<file path="src/rtl/barrel_shift_pipe_pkg.sv">
// Shared definitions for the pipelined barrel unit.
//   mode_e     : operation encoding carried down the pipe (rotate, logical, arithmetic, reserved)
//   is_rotate  : 1 when the mode performs a rotate (reserved decodes as rotate)
//   entry_fill : fill bit chosen once at pipe entry and carried to every stage
package barrel_shift_pipe_pkg;

  typedef enum logic [1:0] {
    ModeRot = 2'b00,
    ModeLsh = 2'b01,
    ModeAsh = 2'b10,
    ModeRsv = 2'b11
  } mode_e;

  function automatic logic is_rotate(input logic [1:0] mode);
    return (mode_e'(mode) == ModeRot) || (mode_e'(mode) == ModeRsv);
  endfunction

  // Only an arithmetic right shift replicates the sign bit. Left operations are done on the
  // reversed operand, so arithmetic-left fills with zero exactly like logical-left.
  function automatic logic entry_fill(input logic [1:0] mode, input logic left, input logic msb);
    return (mode_e'(mode) == ModeAsh) && !left && msb;
  endfunction

endpackage

</file>
<file path="src/rtl/barrel_stage.sv">
// One pipeline stage of the barrel unit: optionally right-shifts or right-rotates the operand by
// DIST bits and registers the result together with the beat's control fields.
//   clk_i, reset_ni : clock, synchronous active-low reset (clears every register)
//   load_i          : stage captures its input this cycle (empty, or downstream takes its beat)
//   valid_i         : incoming beat is real (0 loads a bubble)
//   data_i, amt_i, mode_i, left_i, fill_i : beat fields from the previous stage
//   shift_i         : amount bit selecting this stage's DIST move
//   *_o             : registered beat fields for the next stage
module barrel_stage
  import barrel_shift_pipe_pkg::*;
#(
  parameter int unsigned WIDTH = 8,
  parameter int unsigned AW    = 3,
  parameter int unsigned DIST  = 1
) (
  input  logic             clk_i,
  input  logic             reset_ni,
  input  logic             load_i,
  input  logic             valid_i,
  input  logic [WIDTH-1:0] data_i,
  input  logic [AW-1:0]    amt_i,
  input  logic [1:0]       mode_i,
  input  logic             left_i,
  input  logic             fill_i,
  input  logic             shift_i,
  output logic             valid_o,
  output logic [WIDTH-1:0] data_o,
  output logic [AW-1:0]    amt_o,
  output logic [1:0]       mode_o,
  output logic             left_o,
  output logic             fill_o
);

  logic [WIDTH-1:0] shifted;

  logic             valid_q;
  logic [WIDTH-1:0] data_q;
  logic [AW-1:0]    amt_q;
  logic [1:0]       mode_q;
  logic             left_q;
  logic             fill_q;

  always_comb begin
    shifted = data_i;
    if (shift_i) begin
      if (is_rotate(mode_i)) begin
        shifted = {data_i[DIST-1:0], data_i[WIDTH-1:DIST]};
      end else begin
        shifted = {{DIST{fill_i}}, data_i[WIDTH-1:DIST]};
      end
    end
  end

  always_ff @(posedge clk_i) begin
    if (!reset_ni) begin
      valid_q <= 1'b0;
      data_q  <= '0;
      amt_q   <= '0;
      mode_q  <= '0;
      left_q  <= 1'b0;
      fill_q  <= 1'b0;
    end else if (load_i) begin
      valid_q <= valid_i;
      data_q  <= shifted;
      amt_q   <= amt_i;
      mode_q  <= mode_i;
      left_q  <= left_i;
      fill_q  <= fill_i;
    end
  end

  assign valid_o = valid_q;
  assign data_o  = data_q;
  assign amt_o   = amt_q;
  assign mode_o  = mode_q;
  assign left_o  = left_q;
  assign fill_o  = fill_q;

endmodule

</file>
<file path="src/rtl/barrel_shift_pipe.sv">
// Pipelined barrel unit: rotate, logical shift or arithmetic shift, left or right, by 0..WIDTH-1.
// Left operations reverse the operand on entry, run the right-direction op and reverse on exit.
// Stage k moves the operand by 2^k when amt[k] is set; the last stage register is the output.
//   clk, reset_n        : clock, synchronous active-low reset
//   in_valid/in_ready   : operand handshake; in_data operand, in_amt distance,
//                         in_mode (00 rot, 01 lsh, 10 ash, 11 = rot), in_left direction
//   out_valid/out_ready : result handshake; out_data result (held while stalled)
module barrel_shift_pipe
  import barrel_shift_pipe_pkg::*;
#(
  parameter int unsigned WIDTH = 8,
  parameter int unsigned AW    = 3
) (
  input  logic             clk,
  input  logic             reset_n,
  input  logic             in_valid,
  output logic             in_ready,
  input  logic [WIDTH-1:0] in_data,
  input  logic [AW-1:0]    in_amt,
  input  logic [1:0]       in_mode,
  input  logic             in_left,
  output logic             out_valid,
  input  logic             out_ready,
  output logic [WIDTH-1:0] out_data
);

  if (((1 << AW) != WIDTH) || (WIDTH < 4)) begin : g_bad_params
    $error("barrel_shift_pipe: WIDTH must be a power of two >= 4 and AW = log2(WIDTH)");
  end

  // Index 0 is the entry point, index k+1 is the register of stage k.
  logic [AW:0]      s_valid;
  logic [WIDTH-1:0] s_data [AW+1];
  logic [AW-1:0]    s_amt  [AW+1];
  logic [1:0]       s_mode [AW+1];
  logic [AW:0]      s_left;
  logic [AW:0]      s_fill;

  logic [AW-1:0]    load;
  logic [WIDTH-1:0] in_rev;
  logic [WIDTH-1:0] out_rev;

  always_comb begin
    in_rev  = '0;
    out_rev = '0;
    for (int i = 0; i < WIDTH; i++) begin
      in_rev[i]  = in_data[WIDTH-1-i];
      out_rev[i] = s_data[AW][WIDTH-1-i];
    end
  end

  assign s_valid[0] = in_valid;
  assign s_data[0]  = in_left ? in_rev : in_data;
  assign s_amt[0]   = in_amt;
  assign s_mode[0]  = in_mode;
  assign s_left[0]  = in_left;
  assign s_fill[0]  = entry_fill(in_mode, in_left, in_data[WIDTH-1]);

  // Ready chain from the consumer back to stage 0: a stage loads when it is empty or its beat
  // is being taken downstream, so bubbles collapse instead of travelling to the output.
  always_comb begin : p_load
    logic take;
    load = '0;
    take = out_ready;
    for (int k = AW - 1; k >= 0; k--) begin
      load[k] = !s_valid[k+1] || take;
      take    = load[k];
    end
  end

  assign in_ready = reset_n && load[0];

  for (genvar k = 0; k < AW; k++) begin : g_stage
    barrel_stage #(
      .WIDTH (WIDTH),
      .AW    (AW),
      .DIST  (1 << k)
    ) u_stage (
      .clk_i    (clk),
      .reset_ni (reset_n),
      .load_i   (load[k]),
      .valid_i  (s_valid[k]),
      .data_i   (s_data[k]),
      .amt_i    (s_amt[k]),
      .mode_i   (s_mode[k]),
      .left_i   (s_left[k]),
      .fill_i   (s_fill[k]),
      .shift_i  (s_amt[k][k]),
      .valid_o  (s_valid[k+1]),
      .data_o   (s_data[k+1]),
      .amt_o    (s_amt[k+1]),
      .mode_o   (s_mode[k+1]),
      .left_o   (s_left[k+1]),
      .fill_o   (s_fill[k+1])
    );
  end

  assign out_valid = s_valid[AW];
  assign out_data  = s_left[AW] ? out_rev : s_data[AW];

  // Control fields of the last stage are not needed past the exit reverse.
  logic unused_tail;
  assign unused_tail = ^{s_amt[AW], s_mode[AW], s_fill[AW]};

endmodule
</file>
<file path="config.mk">
export PLATFORM = sky130hd
export DESIGN_NAME = barrel_shift_pipe
export DESIGN_NICKNAME = d
export VERILOG_FILES = /design/src/rtl/barrel_shift_pipe_pkg.sv /design/src/rtl/barrel_stage.sv /design/src/rtl/barrel_shift_pipe.sv
export SDC_FILE = /design/constraint.sdc
export NUM_CORES = 1
export LEC_CHECK = 0
export ABC_CLOCK_PERIOD_IN_PS = 1500
export CORE_ASPECT_RATIO = 0.6
export CORE_UTILIZATION = 33
export CTS_BUF_LIST = sky130_fd_sc_hd__clkbuf_16
export DETAILED_ROUTE_END_ITERATION = 10
export PLACE_DENSITY = 0.57
export SLEW_MARGIN = 20
export SYNTH_ARGS = -nofsm -noshare
export SYNTH_HDL_FRONTEND = slang
export SYNTH_SLANG_ARGS = --single-unit
export TNS_END_PERCENT = 30
</file>
<file path="constraint.sdc">
create_clock -name clk -period 1.5 [get_ports clk]
set_input_delay 0.3 -clock clk [delete_from_list [all_inputs] [get_ports clk]]
set_output_delay 0.3 -clock clk [all_outputs]
set_load 0.1 [all_outputs]
</file>
After elaboration in Yosys (flattened, before gate mapping)
Cells that the tools add are included.

word-level totals
  register bits after elaboration = 42
  output and inout port bits = 10
  logic and storage cells = 43

operators by class
  equal/unequal tests = 4
  mux-type cells = 8
  reductions and logical operators = 16

operators by type and width
  operator                                     count
  two-way mux 8 bit                            8
  equality test 2 bit (second input constant)  4
  logical NOT 2 bit                            3
  logical OR 1 bit                             6
  logical NOT 1 bit                            4
  logical AND 1 bit                            3

Longest topological paths before layout
Gate-level depths: netlist of run 1.

  word-level depth = 5
  mapped depth = 7
  depth with buffers taken out = 6

Hierarchy
From an unflattened synthesis of run 1, not the netlist that was laid out.

second synthesis, totals
  cells, all modules = 223
  area total of the unflattened synthesis = 2409.8 um2

modules (own cells, without submodules)
  module                             instances  cells each  area each (um2)
  barrel_stage (g_stage[0].u_stage)  1          65          720.7
  barrel_stage (g_stage[2].u_stage)  1          69          696.9
  barrel_stage (g_stage[1].u_stage)  1          66          688.2
  barrel_shift_pipe                  1          23          304.0

Worst setup path after synthesis of run 1
Ideal clock, no wire load.

  path kind = register to output
  start = register g_stage[2].u_stage.valid_q
  end = output in_ready
  arrival time = 2.147 ns
  slack = -0.947 ns
  cell stages (with the launch flop) = 6
  path buffers = 2
  cell sequence = dfxtp_1 nor2b_4 buf_6 nand3_2 buf_2 and2_1

between the ends
  word-level cells in the longest chain between the ends = 5

ends and longest elaborated chain
  what                            RTL line                 source
  start: declaration              barrel_stage.sv:36       logic valid_q;
  start signal: assignment        barrel_stage.sv:63       valid_q <= valid_i;
  logical NOT 1 bit               barrel_shift_pipe.sv:66  load[k] = !s_valid[k+1] || take;
  logical OR 1 bit (3 in series)  barrel_shift_pipe.sv:66
  logical AND 1 bit               barrel_shift_pipe.sv:71  assign in_ready = reset_n && load[0];
  end: declaration                barrel_shift_pipe.sv:17  output logic in_ready,

No other way between the ends.

Final worst setup path of run 1
  start = register g_stage[2].u_stage.left_q
  end = output out_data[0]

between the ends
  word-level cells in the longest chain between the ends = 1

ends and longest elaborated chain
  what                      RTL line                 source
  start: declaration        barrel_stage.sv:40       logic left_q;
  start signal: assignment  barrel_stage.sv:67       left_q <= left_i;
  two-way mux 8 bit         barrel_shift_pipe.sv:99  assign out_data = s_left[AW] ? out_rev : s_data[AW];
  end: declaration          barrel_shift_pipe.sv:24  output logic [WIDTH-1:0] out_data

No other way between the ends.

==> flow_results.xml, run 1 <==
<?xml version="1.0" encoding="UTF-8"?>
<metrics>
  <group name="clocking">
    <metric name="ctsRootBufferMaster" unit="">sky130_fd_sc_hd__clkbuf_16</metric>
    <metric name="clockBufferDepth" unit="">2</metric>
    <metric name="cts.clk_slew.worst_paths" unit="ns">0.06</metric>
    <metric name="clock_latency" unit="ns">0.28</metric>
    <metric name="cts.sink_count" unit="">39</metric>
    <metric name="cts_tree" unit="">done</metric>
    <metric name="cts_buffers" unit="">5</metric>
    <metric name="number_of_buffers_inserted_by_hold_repair_at_cts" unit="">0</metric>
    <metric name="ctsHtreeMaxLevel" unit="">2</metric>
  </group>
  <group name="yosys">
    <metric name="synth.lib_cells_used.distinct" unit="">35</metric>
    <metric name="syn-num-nets" unit="">229</metric>
    <metric name="yosys_register_bits" unit="">39</metric>
    <metric name="yosysSeqAreaShare" unit="%">39.3</metric>
    <metric name="syn-instance-count" unit="">210</metric>
    <metric name="avgSynthCellArea" unit="sq um">9.46</metric>
    <metric name="post_synth_instance_area" unit="sq mm">0.00199</metric>
    <metric name="yosysWarningCount" unit="">0</metric>
  </group>
  <group name="placed_design">
    <metric name="placed_cell_area" unit="sq mm">0.00257</metric>
    <metric name="gpl.final_weighted_congestion" unit="">0.743</metric>
    <metric name="port-buffer-count" unit="">27</metric>
    <metric name="place.detailed.instances" unit="">327</metric>
    <metric name="post-dp-hpwl" unit="mm">3.46</metric>
  </group>
  <group name="global_route">
    <metric name="grt_start_max_net_pins" unit="">21</metric>
    <metric name="grt_pass1_vias" unit="">1572</metric>
    <metric name="antenna_found_initial" unit="">0</metric>
    <metric name="grt_util_all_layers" unit="%">17.2</metric>
    <metric name="globalRoute.totalOverflow" unit="">0</metric>
    <metric name="grt_first_pass_wirelength" unit="mm">7.90</metric>
  </group>
  <group name="power_and_ir_drop">
    <metric name="switching_power" unit="W">0.000733</metric>
    <metric name="power.static_leakage" unit="nW">1.20</metric>
    <metric name="clockPowerShare" unit="%">37.5</metric>
    <metric name="power.switching_fraction" unit="%">27.2</metric>
    <metric name="maximum_vdd_ir_drop" unit="uV">437</metric>
    <metric name="internal_power" unit="W">0.00196</metric>
    <metric name="combPwrFrac" unit="%">19.8</metric>
    <metric name="seqPwrFrac" unit="%">42.6</metric>
    <metric name="power_density" unit="mW/mm^2">964</metric>
  </group>
  <group name="timing">
    <metric name="finClkSkew" unit="ns">0.00467</metric>
    <metric name="whs" unit="ns">0.462</metric>
    <metric name="post-route-period-util" unit="%">104</metric>
    <metric name="layout_min_cycle_time" unit="ns">1.57</metric>
    <metric name="worstMarginPinSlew" unit="ns">0.304</metric>
    <metric name="totalNegativeSetupSlack" unit="ns">-0.492</metric>
    <metric name="rsz_0062_raised_after_global_routing" unit="">true</metric>
    <metric name="final_hold_viol_count" unit="">0</metric>
    <metric name="achievable-frequency" unit="GHz">0.638</metric>
    <metric name="layout_setup_ws" unit="ns">-0.0671</metric>
    <metric name="slew_headroom" unit="%">79.7</metric>
    <metric name="finalSetupViolCount" unit="">9</metric>
    <metric name="slew_violations" unit="">0</metric>
  </group>
  <group name="critical_path">
    <metric name="worstSetupEndpointType" unit="">primary output</metric>
    <metric name="crit_chain" unit="">buf_6, mux2_4, buf_12</metric>
    <metric name="worst_ep_arrival_time" unit="ns">1.27</metric>
    <metric name="timing.critical_path.fanout_max" unit="">4</metric>
    <metric name="startpoint_type" unit="">flop</metric>
    <metric name="critical_path_required" unit="ns">1.20</metric>
    <metric name="worst_path_max_delay_cell" unit="">sky130_fd_sc_hd__dfxtp_4</metric>
    <metric name="timing.setup.critical_path_class" unit="">reg2out</metric>
    <metric name="critPathMaxStageDelay" unit="ns">0.36</metric>
  </group>
  <group name="floorplan">
    <metric name="die_height" unit="microns">62.1</metric>
    <metric name="floorplan.initialDensity" unit="%">35.0</metric>
    <metric name="core" unit="sq mm">0.00568</metric>
    <metric name="rows" unit="">21</metric>
    <metric name="dieArea" unit="sq mm">0.00634</metric>
    <metric name="fp.dieW" unit="microns">102</metric>
    <metric name="ios" unit="">28</metric>
  </group>
  <group name="run">
    <metric name="timing.max_cap.violations" unit="">0</metric>
  </group>
  <group name="outcome">
    <metric name="outcome" unit="">complete, but fails checks</metric>
    <metric name="violations" unit="">setup timing</metric>
  </group>
  <group name="cells_and_area">
    <metric name="area.growth.synth_to_final" unit="%">40.7</metric>
    <metric name="post_layout_nonfiller_instances" unit="">340</metric>
    <metric name="layout.cell_area.non_filler" unit="sq mm">0.00279</metric>
    <metric name="final_layout_size_suffix_gt1_share" unit="%">28.8</metric>
    <metric name="diodes" unit="">0</metric>
    <metric name="final_net_count" unit="">278</metric>
  </group>
  <group name="route">
    <metric name="number_of_routed_nets_with_antenna_violations" unit="">0</metric>
    <metric name="detailedRoute.firstPassIterationCount" unit="">4</metric>
    <metric name="vias_per_cell" unit="">4.99</metric>
    <metric name="number_of_vias_after_detailed_routing" unit="">1697</metric>
    <metric name="drc_errors" unit="">0</metric>
    <metric name="detailedRoute.firstIterationViolations" unit="">108</metric>
    <metric name="drt-total-wl" unit="mm">4.79</metric>
    <metric name="route.detailed.wl_per_inst" unit="microns">14.1</metric>
  </group>
  <group name="min_path">
    <metric name="hold_path_class" unit="">reg2reg</metric>
  </group>
</metrics>
-- synth_stat cells --
cell                        n  area, sq um
sky130_fd_sc_hd__dfxtp_1   39          781
sky130_fd_sc_hd__nand2_1   33          124
sky130_fd_sc_hd__nor2_1    18         67.6
sky130_fd_sc_hd__mux2i_1   11          110
sky130_fd_sc_hd__a21boi_0  10         75.1
sky130_fd_sc_hd__nand3_1   10         50.1
sky130_fd_sc_hd__o211a_1   10          100
sky130_fd_sc_hd__buf_2      8         40.0
sky130_fd_sc_hd__mux2_2     8         90.1
sky130_fd_sc_hd__o21ai_0    8         40.0
sky130_fd_sc_hd__mux4_2     6          135
sky130_fd_sc_hd__o211ai_1   6         45.0
sky130_fd_sc_hd__o31ai_1    6         45.0
sky130_fd_sc_hd__clkbuf_1   3         11.3
sky130_fd_sc_hd__nand2_2    3         18.8
sky130_fd_sc_hd__o21a_1     3         22.5
sky130_fd_sc_hd__xnor2_1    3         26.3
sky130_fd_sc_hd__a21boi_2   2         22.5
sky130_fd_sc_hd__a21oi_1    2         10.0
sky130_fd_sc_hd__and2_1     2         12.5
sky130_fd_sc_hd__buf_1      2         7.51
sky130_fd_sc_hd__buf_6      2         22.5
sky130_fd_sc_hd__inv_1      2         7.51
sky130_fd_sc_hd__nor3b_1    2         15.0
sky130_fd_sc_hd__a31o_2     1         8.76
sky130_fd_sc_hd__and3_4     1         11.3
sky130_fd_sc_hd__buf_8      1         15.0
sky130_fd_sc_hd__clkbuf_4   1         7.51
sky130_fd_sc_hd__ha_1       1         12.5
sky130_fd_sc_hd__nand2b_1   1         6.26
sky130_fd_sc_hd__nand3_2    1         10.0
sky130_fd_sc_hd__nand4b_1   1         8.76
sky130_fd_sc_hd__nor2b_4    1         13.8
sky130_fd_sc_hd__o21ai_1    1         5.00
sky130_fd_sc_hd__or2b_1     1         7.51
-- cells by family after synthesis --
| kind of cell | synth area share, % |
|---|---|
| XOR/XNOR | 1.32 |
| flip-flops | 39.3 |
| AND/OR/NAND/NOR | 17.4 |
| multiplexers | 16.9 |
| AO/OA/AOI/OAI | 18.8 |
| buffers and inverters | 5.61 |
| adder cells (fa/ha/maj) | 0.630 |
-- placed cells by master (no fill, tap or decap), types with 2 or more instances in the layout --
cell,Yosys,final
sky130_fd_sc_hd__mux2i_1,11,11
sky130_fd_sc_hd__a21boi_0,10,10
sky130_fd_sc_hd__nor3b_1,2,2
sky130_fd_sc_hd__inv_1,2,3
sky130_fd_sc_hd__xnor2_1,3,3
sky130_fd_sc_hd__clkbuf_16,0,5
sky130_fd_sc_hd__buf_4,0,30
sky130_fd_sc_hd__mux2_4,0,8
sky130_fd_sc_hd__nand2_2,3,3
sky130_fd_sc_hd__o211ai_1,6,6
sky130_fd_sc_hd__dfxtp_4,0,2
sky130_fd_sc_hd__clkdlybuf4s50_1,0,16
sky130_fd_sc_hd__o21a_1,3,3
sky130_fd_sc_hd__o31ai_1,6,6
sky130_fd_sc_hd__o211a_1,10,10
sky130_fd_sc_hd__dfxtp_1,39,37
sky130_fd_sc_hd__mux4_2,6,6
sky130_fd_sc_hd__nand2_1,33,33
sky130_fd_sc_hd__o21ai_0,8,8
sky130_fd_sc_hd__nor2_1,18,18
sky130_fd_sc_hd__a21boi_2,2,2
sky130_fd_sc_hd__a21oi_1,2,2
sky130_fd_sc_hd__buf_12,0,11
sky130_fd_sc_hd__nand3_1,10,10
-- critical path, delay by kind of cell (launching register included) --
family / cells / cell delay [ns]
multiplexers: 1 / 0.32
buffers and inverters: 2 / 0.30
flip-flops: 1 / 0.36
-- timing repair --
item                       CTS  global route
setup endpoints to repair    9            11
gates resized for setup     14             1
setup buffers                4             1
pin swaps                    0             0
-- through the flow --
stage | total power [W] | utilization (%) | setup slack (ns)
final | 0.00269 | 49.2 | -0.0671
after global routing | 0.00282 | 49.2 | -0.0997
after CTS | 0.00273 | 49.1 | -0.0623
after detailed placement | 0.00169 | 45.3 | -0.219
after global placement | 0.00168 | 45.3 | -0.204
after floorplan | 0.00148 | - | -0.148
-- flip-flops by register name, indices dropped and copies added (netlist names) --
| name | flops |
|---|---|
| g_stage.u_stage.left_o | 3 |
| g_stage.u_stage.data_o | 24 |
| g_stage.u_stage.fill_o | 2 |
| g_stage.u_stage.amt_o | 3 |
| g_stage.u_stage.valid_o | 3 |
| g_stage.u_stage.mode_o | 4 |
-- layout make-up --
type	count	area, sq um
inverters	2	7.51
multi-input cells	152	1130
repair buffers	59	626
clock inverters	3	12.5
fillers	557	2880
well taps	80	100
flip-flops and latches	39	788
clock buffers	5	125
-- routing by layer --
metal | wire, microns | track usage, % | vias to the layer above | part of all wire (%)
met3 | 207 | 4.47 | 6 | 4.3
met5 | 0 | 0 | - | 0
li1 | - | - | 844 | -
met1 | 2560 | 25.1 | 812 | 53
met4 | 60 | 6.12 | 0 | 1.3
met2 | 1970 | 24.4 | 35 | 41
-- worst paths after layout --
check,start,end,slack (ns),cells past startpoint
worst max-delay path,g_stage[2].u_stage.left_o,out_data[0],-0.07,3
worst min-delay path,g_stage[1].u_stage.left_o,g_stage[1].u_stage.left_o,0.46,2
worst max register to register,g_stage[2].u_stage.valid_o,g_stage[0].u_stage.left_o,0.23,5
worst min register to register,g_stage[1].u_stage.left_o,g_stage[1].u_stage.left_o,0.46,2
-- power by group through the flow --
stage                     clock network [W]  logic [W]  registers [W]
after floorplan                           0   0.000318        0.00116
after global routing                0.00109   0.000573        0.00116
final                               0.00101   0.000534        0.00115
after global placement                    0   0.000509        0.00117
after detailed placement                  0   0.000515        0.00117
after CTS                           0.00104   0.000535        0.00115
(Power assumes the default switching activity.)
==> inputs of run 2 (changes only) <==
- CORE_ASPECT_RATIO: 0.6 -> not set
- CTS_CLUSTER_SIZE: not set -> 8
==> run 2 against run 1 <==
The flow still finishes with violations (setup timing). Sequential share of layout area is 1.3 points higher. Highest routed layer unchanged. Non-clock buffer count shrank 10. Power down 2.7%. Flip-flop and latch count is the same. Cell area decreased by 4.5%. First-iteration DRC count decreased by 34%. Worst setup slack better by 0.046 ns. Wire length shrank 19%. Critical path depth decreased by 1. Die area shrank 0.16%. Critical path type unchanged. Fmax up 3.0%. Hold slack got worse by 0.0015 ns.
==> flow_results.xml, run 2 (synthesis results as in run 1) <==
<?xml version="1.0" encoding="UTF-8"?>
<metrics>
  <group name="outcome">
    <metric name="outcome" unit="">complete, but fails checks</metric>
    <metric name="violations" unit="">setup timing</metric>
  </group>
  <group name="route">
    <metric name="number_of_vias_after_detailed_routing" unit="">1561</metric>
    <metric name="route.detailed.wl_per_inst" unit="microns">12.1</metric>
    <metric name="detailedRoute.firstPassIterationCount" unit="">6</metric>
    <metric name="number_of_routed_nets_with_antenna_violations" unit="">0</metric>
    <metric name="drt-total-wl" unit="mm">3.89</metric>
    <metric name="drc_errors" unit="">0</metric>
    <metric name="vias_per_cell" unit="">4.85</metric>
    <metric name="detailedRoute.firstIterationViolations" unit="">71</metric>
  </group>
  <group name="global_route">
    <metric name="grt_first_pass_wirelength" unit="mm">7.09</metric>
    <metric name="grt_start_max_net_pins" unit="">22</metric>
    <metric name="grt_pass1_vias" unit="">1557</metric>
    <metric name="global_route.usage.met3" unit="%">3.89</metric>
    <metric name="globalRoute.totalOverflow" unit="">0</metric>
    <metric name="grtUsageMet2" unit="%">23.8</metric>
    <metric name="antenna_found_initial" unit="">0</metric>
    <metric name="grt_most_used_layer" unit="">met2</metric>
    <metric name="grt_util_all_layers" unit="%">14.3</metric>
    <metric name="grt.met1_usage" unit="%">18.1</metric>
  </group>
  <group name="critical_path">
    <metric name="regToRegStartpoint" unit="">g_stage[2].u_stage.valid_o</metric>
    <metric name="timing.critical_path.fanout_max" unit="">9</metric>
    <metric name="worstSetupEndpointType" unit="">primary output</metric>
    <metric name="critical_path_required" unit="ns">1.20</metric>
    <metric name="startpoint_type" unit="">flop</metric>
    <metric name="worst_path_max_delay_cell" unit="">sky130_fd_sc_hd__dfxtp_4</metric>
    <metric name="crit_chain" unit="">mux2_2, buf_12</metric>
    <metric name="worst_ep_arrival_time" unit="ns">1.22</metric>
    <metric name="critPathCapture" unit="">out_data[0]</metric>
    <metric name="critPathMaxStageDelay" unit="ns">0.40</metric>
    <metric name="endpoint_of_the_worst_register_to_register_path" unit="">g_stage[2].u_stage.data_o[6]</metric>
    <metric name="worst-r2r-setup-slack" unit="ns">0.18</metric>
    <metric name="r2r_depth" unit="">4</metric>
    <metric name="worst_setup_path_startpoint" unit="">g_stage[2].u_stage.left_o</metric>
    <metric name="timing.setup.critical_path_class" unit="">reg2out</metric>
  </group>
  <group name="timing">
    <metric name="rsz_0062_raised_after_global_routing" unit="">true</metric>
    <metric name="whs" unit="ns">0.460</metric>
    <metric name="final_hold_viol_count" unit="">0</metric>
    <metric name="slew_violations" unit="">0</metric>
    <metric name="layout_min_cycle_time" unit="ns">1.52</metric>
    <metric name="achievable-frequency" unit="GHz">0.657</metric>
    <metric name="slew_headroom" unit="%">68.1</metric>
    <metric name="totalNegativeSetupSlack" unit="ns">-0.154</metric>
    <metric name="finClkSkew" unit="ns">0.00424</metric>
    <metric name="worstMarginPinSlew" unit="ns">0.478</metric>
    <metric name="layout_setup_ws" unit="ns">-0.0211</metric>
    <metric name="post-route-period-util" unit="%">101</metric>
    <metric name="finalSetupViolCount" unit="">8</metric>
  </group>
  <group name="placed_design">
    <metric name="post-dp-hpwl" unit="mm">2.91</metric>
    <metric name="port-buffer-count" unit="">27</metric>
    <metric name="place_worst_setup_slack" unit="ns">-0.268</metric>
    <metric name="gpl.final_weighted_congestion" unit="">0.691</metric>
  </group>
  <group name="clocking">
    <metric name="cts_buffers" unit="">5</metric>
    <metric name="clockBufferDepth" unit="">2</metric>
    <metric name="ctsHtreeMaxLevel" unit="">2</metric>
    <metric name="ctsRootBufferMaster" unit="">sky130_fd_sc_hd__clkbuf_16</metric>
    <metric name="cts_tree" unit="">done</metric>
    <metric name="cts.sink_count" unit="">39</metric>
    <metric name="clock_latency" unit="ns">0.27</metric>
    <metric name="cts.clk_slew.worst_paths" unit="ns">0.05</metric>
  </group>
  <group name="power_and_ir_drop">
    <metric name="switching_power" unit="W">0.000677</metric>
    <metric name="combPwrFrac" unit="%">19.1</metric>
    <metric name="clockPowerShare" unit="%">37.0</metric>
    <metric name="internal_power" unit="W">0.00194</metric>
    <metric name="maximum_vdd_ir_drop" unit="uV">535</metric>
    <metric name="power.static_leakage" unit="nW">1.15</metric>
    <metric name="power_density" unit="mW/mm^2">982</metric>
    <metric name="seqPwrFrac" unit="%">43.9</metric>
    <metric name="power.switching_fraction" unit="%">25.8</metric>
  </group>
  <group name="run">
    <metric name="timing.max_cap.violations" unit="">0</metric>
  </group>
  <group name="min_path">
    <metric name="launch_point_of_the_worst_hold_path" unit="">g_stage[1].u_stage.left_o</metric>
    <metric name="hold_path_class" unit="">reg2reg</metric>
  </group>
  <group name="floorplan">
    <metric name="core" unit="sq mm">0.00564</metric>
    <metric name="die_height" unit="microns">79.6</metric>
    <metric name="fp.dieW" unit="microns">79.6</metric>
    <metric name="ios" unit="">28</metric>
    <metric name="rows" unit="">27</metric>
    <metric name="floorplan.initialDensity" unit="%">35.2</metric>
    <metric name="dieArea" unit="sq mm">0.00633</metric>
  </group>
  <group name="cells_and_area">
    <metric name="final_net_count" unit="">268</metric>
    <metric name="mostFrequentLayoutCell" unit="">sky130_fd_sc_hd__dfxtp_1</metric>
    <metric name="most-common-layout-cells" unit="">sky130_fd_sc_hd__dfxtp_1 (37), sky130_fd_sc_hd__nand2_1 (33), sky130_fd_sc_hd__buf_4 (22)</metric>
    <metric name="area.growth.synth_to_final" unit="%">34.3</metric>
    <metric name="final_layout_size_suffix_gt1_share" unit="%">26.0</metric>
    <metric name="largest_register_ffs" unit="">24</metric>
    <metric name="diodes" unit="">0</metric>
  </group>
</metrics>
[run 2: changes by cell type in the layout (fill, tap and decap cells not counted), sizes merged]
cell | previous run | this run
inv | 3 | 4
clkdlybuf4s50 | 16 | 15
buf | 42 | 32
clkinv | 2 | 1
dlymetal6s2s | 0 | 1
[run 2: critical path: cells and delay by family (launching register included)]
kind     cells  cell delay (ns)
buf+inv      1             0.17
mux          1             0.37
flops        1             0.40
[run 2: layer usage]
layer | part of all wire, % | vias up
met3 | 3.9 | 2
met2 | 47 | 36
met5 | 0 | -
met4 | 0.36 | 0
li1 | - | 817
met1 | 49 | 706
[run 2: area by class of cell]
type | count | area, sq um
repair buffers | 49 | 537
well taps | 72 | 90.1
clock inverters | 3 | 12.5
flip-flops and latches | 39 | 788
fillers | 523 | 2970
multi-input cells | 152 | 1110
clock buffers | 5 | 125
inverters | 2 | 7.51
[run 2: metrics by stage]
step / std cells / power, W / util (%) / cell area, sq um
6_report: 322 / 0.00262 / 47.3 / 2670
5_1_grt: 322 / 0.00276 / 47.3 / 2670
4_1_cts: 322 / 0.00266 / 47.2 / 2660
3_5_place_dp: 312 / 0.00167 / 44.4 / 2510
3_3_place_gp: 312 / 0.00167 / 44.4 / 2510
2_1_floorplan: 210 / 0.00148 / - / 2010
[run 2: what timing repair did]
| item | CTS | global route |
|---|---|---|
| setup buffers | 2 | 0 |
| pin swaps | 1 | 0 |
| hold buffers | 0 | 0 |
| endpoints found under the hold margin | 0 | 0 |
| endpoints found under the setup margin | 9 | 15 |
| resized for setup | 3 | 2 |
[run 2: how the worst min path moves through the flow]
stage,cells past startpoint,to,slack (ns)
after global placement,2,g_stage[1].u_stage.fill_o,0.45
after CTS,2,g_stage[1].u_stage.left_o,0.46
after floorplan,1,g_stage[0].u_stage.valid_o,0.42
after detailed placement,2,g_stage[1].u_stage.left_o,0.46
after global routing,2,g_stage[1].u_stage.left_o,0.48
final,2,g_stage[2].u_stage.left_o,0.46
[run 2: power by group through the flow]
stage / clock [W] / combinational, W / sequential [W]
2_1_floorplan: 0 / 0.000318 / 0.00116
3_3_place_gp: 0 / 0.000497 / 0.00117
3_5_place_dp: 0 / 0.000500 / 0.00117
4_1_cts: 0.00100 / 0.000505 / 0.00115
5_1_grt: 0.00106 / 0.000541 / 0.00116
6_report: 0.000970 / 0.000501 / 0.00115
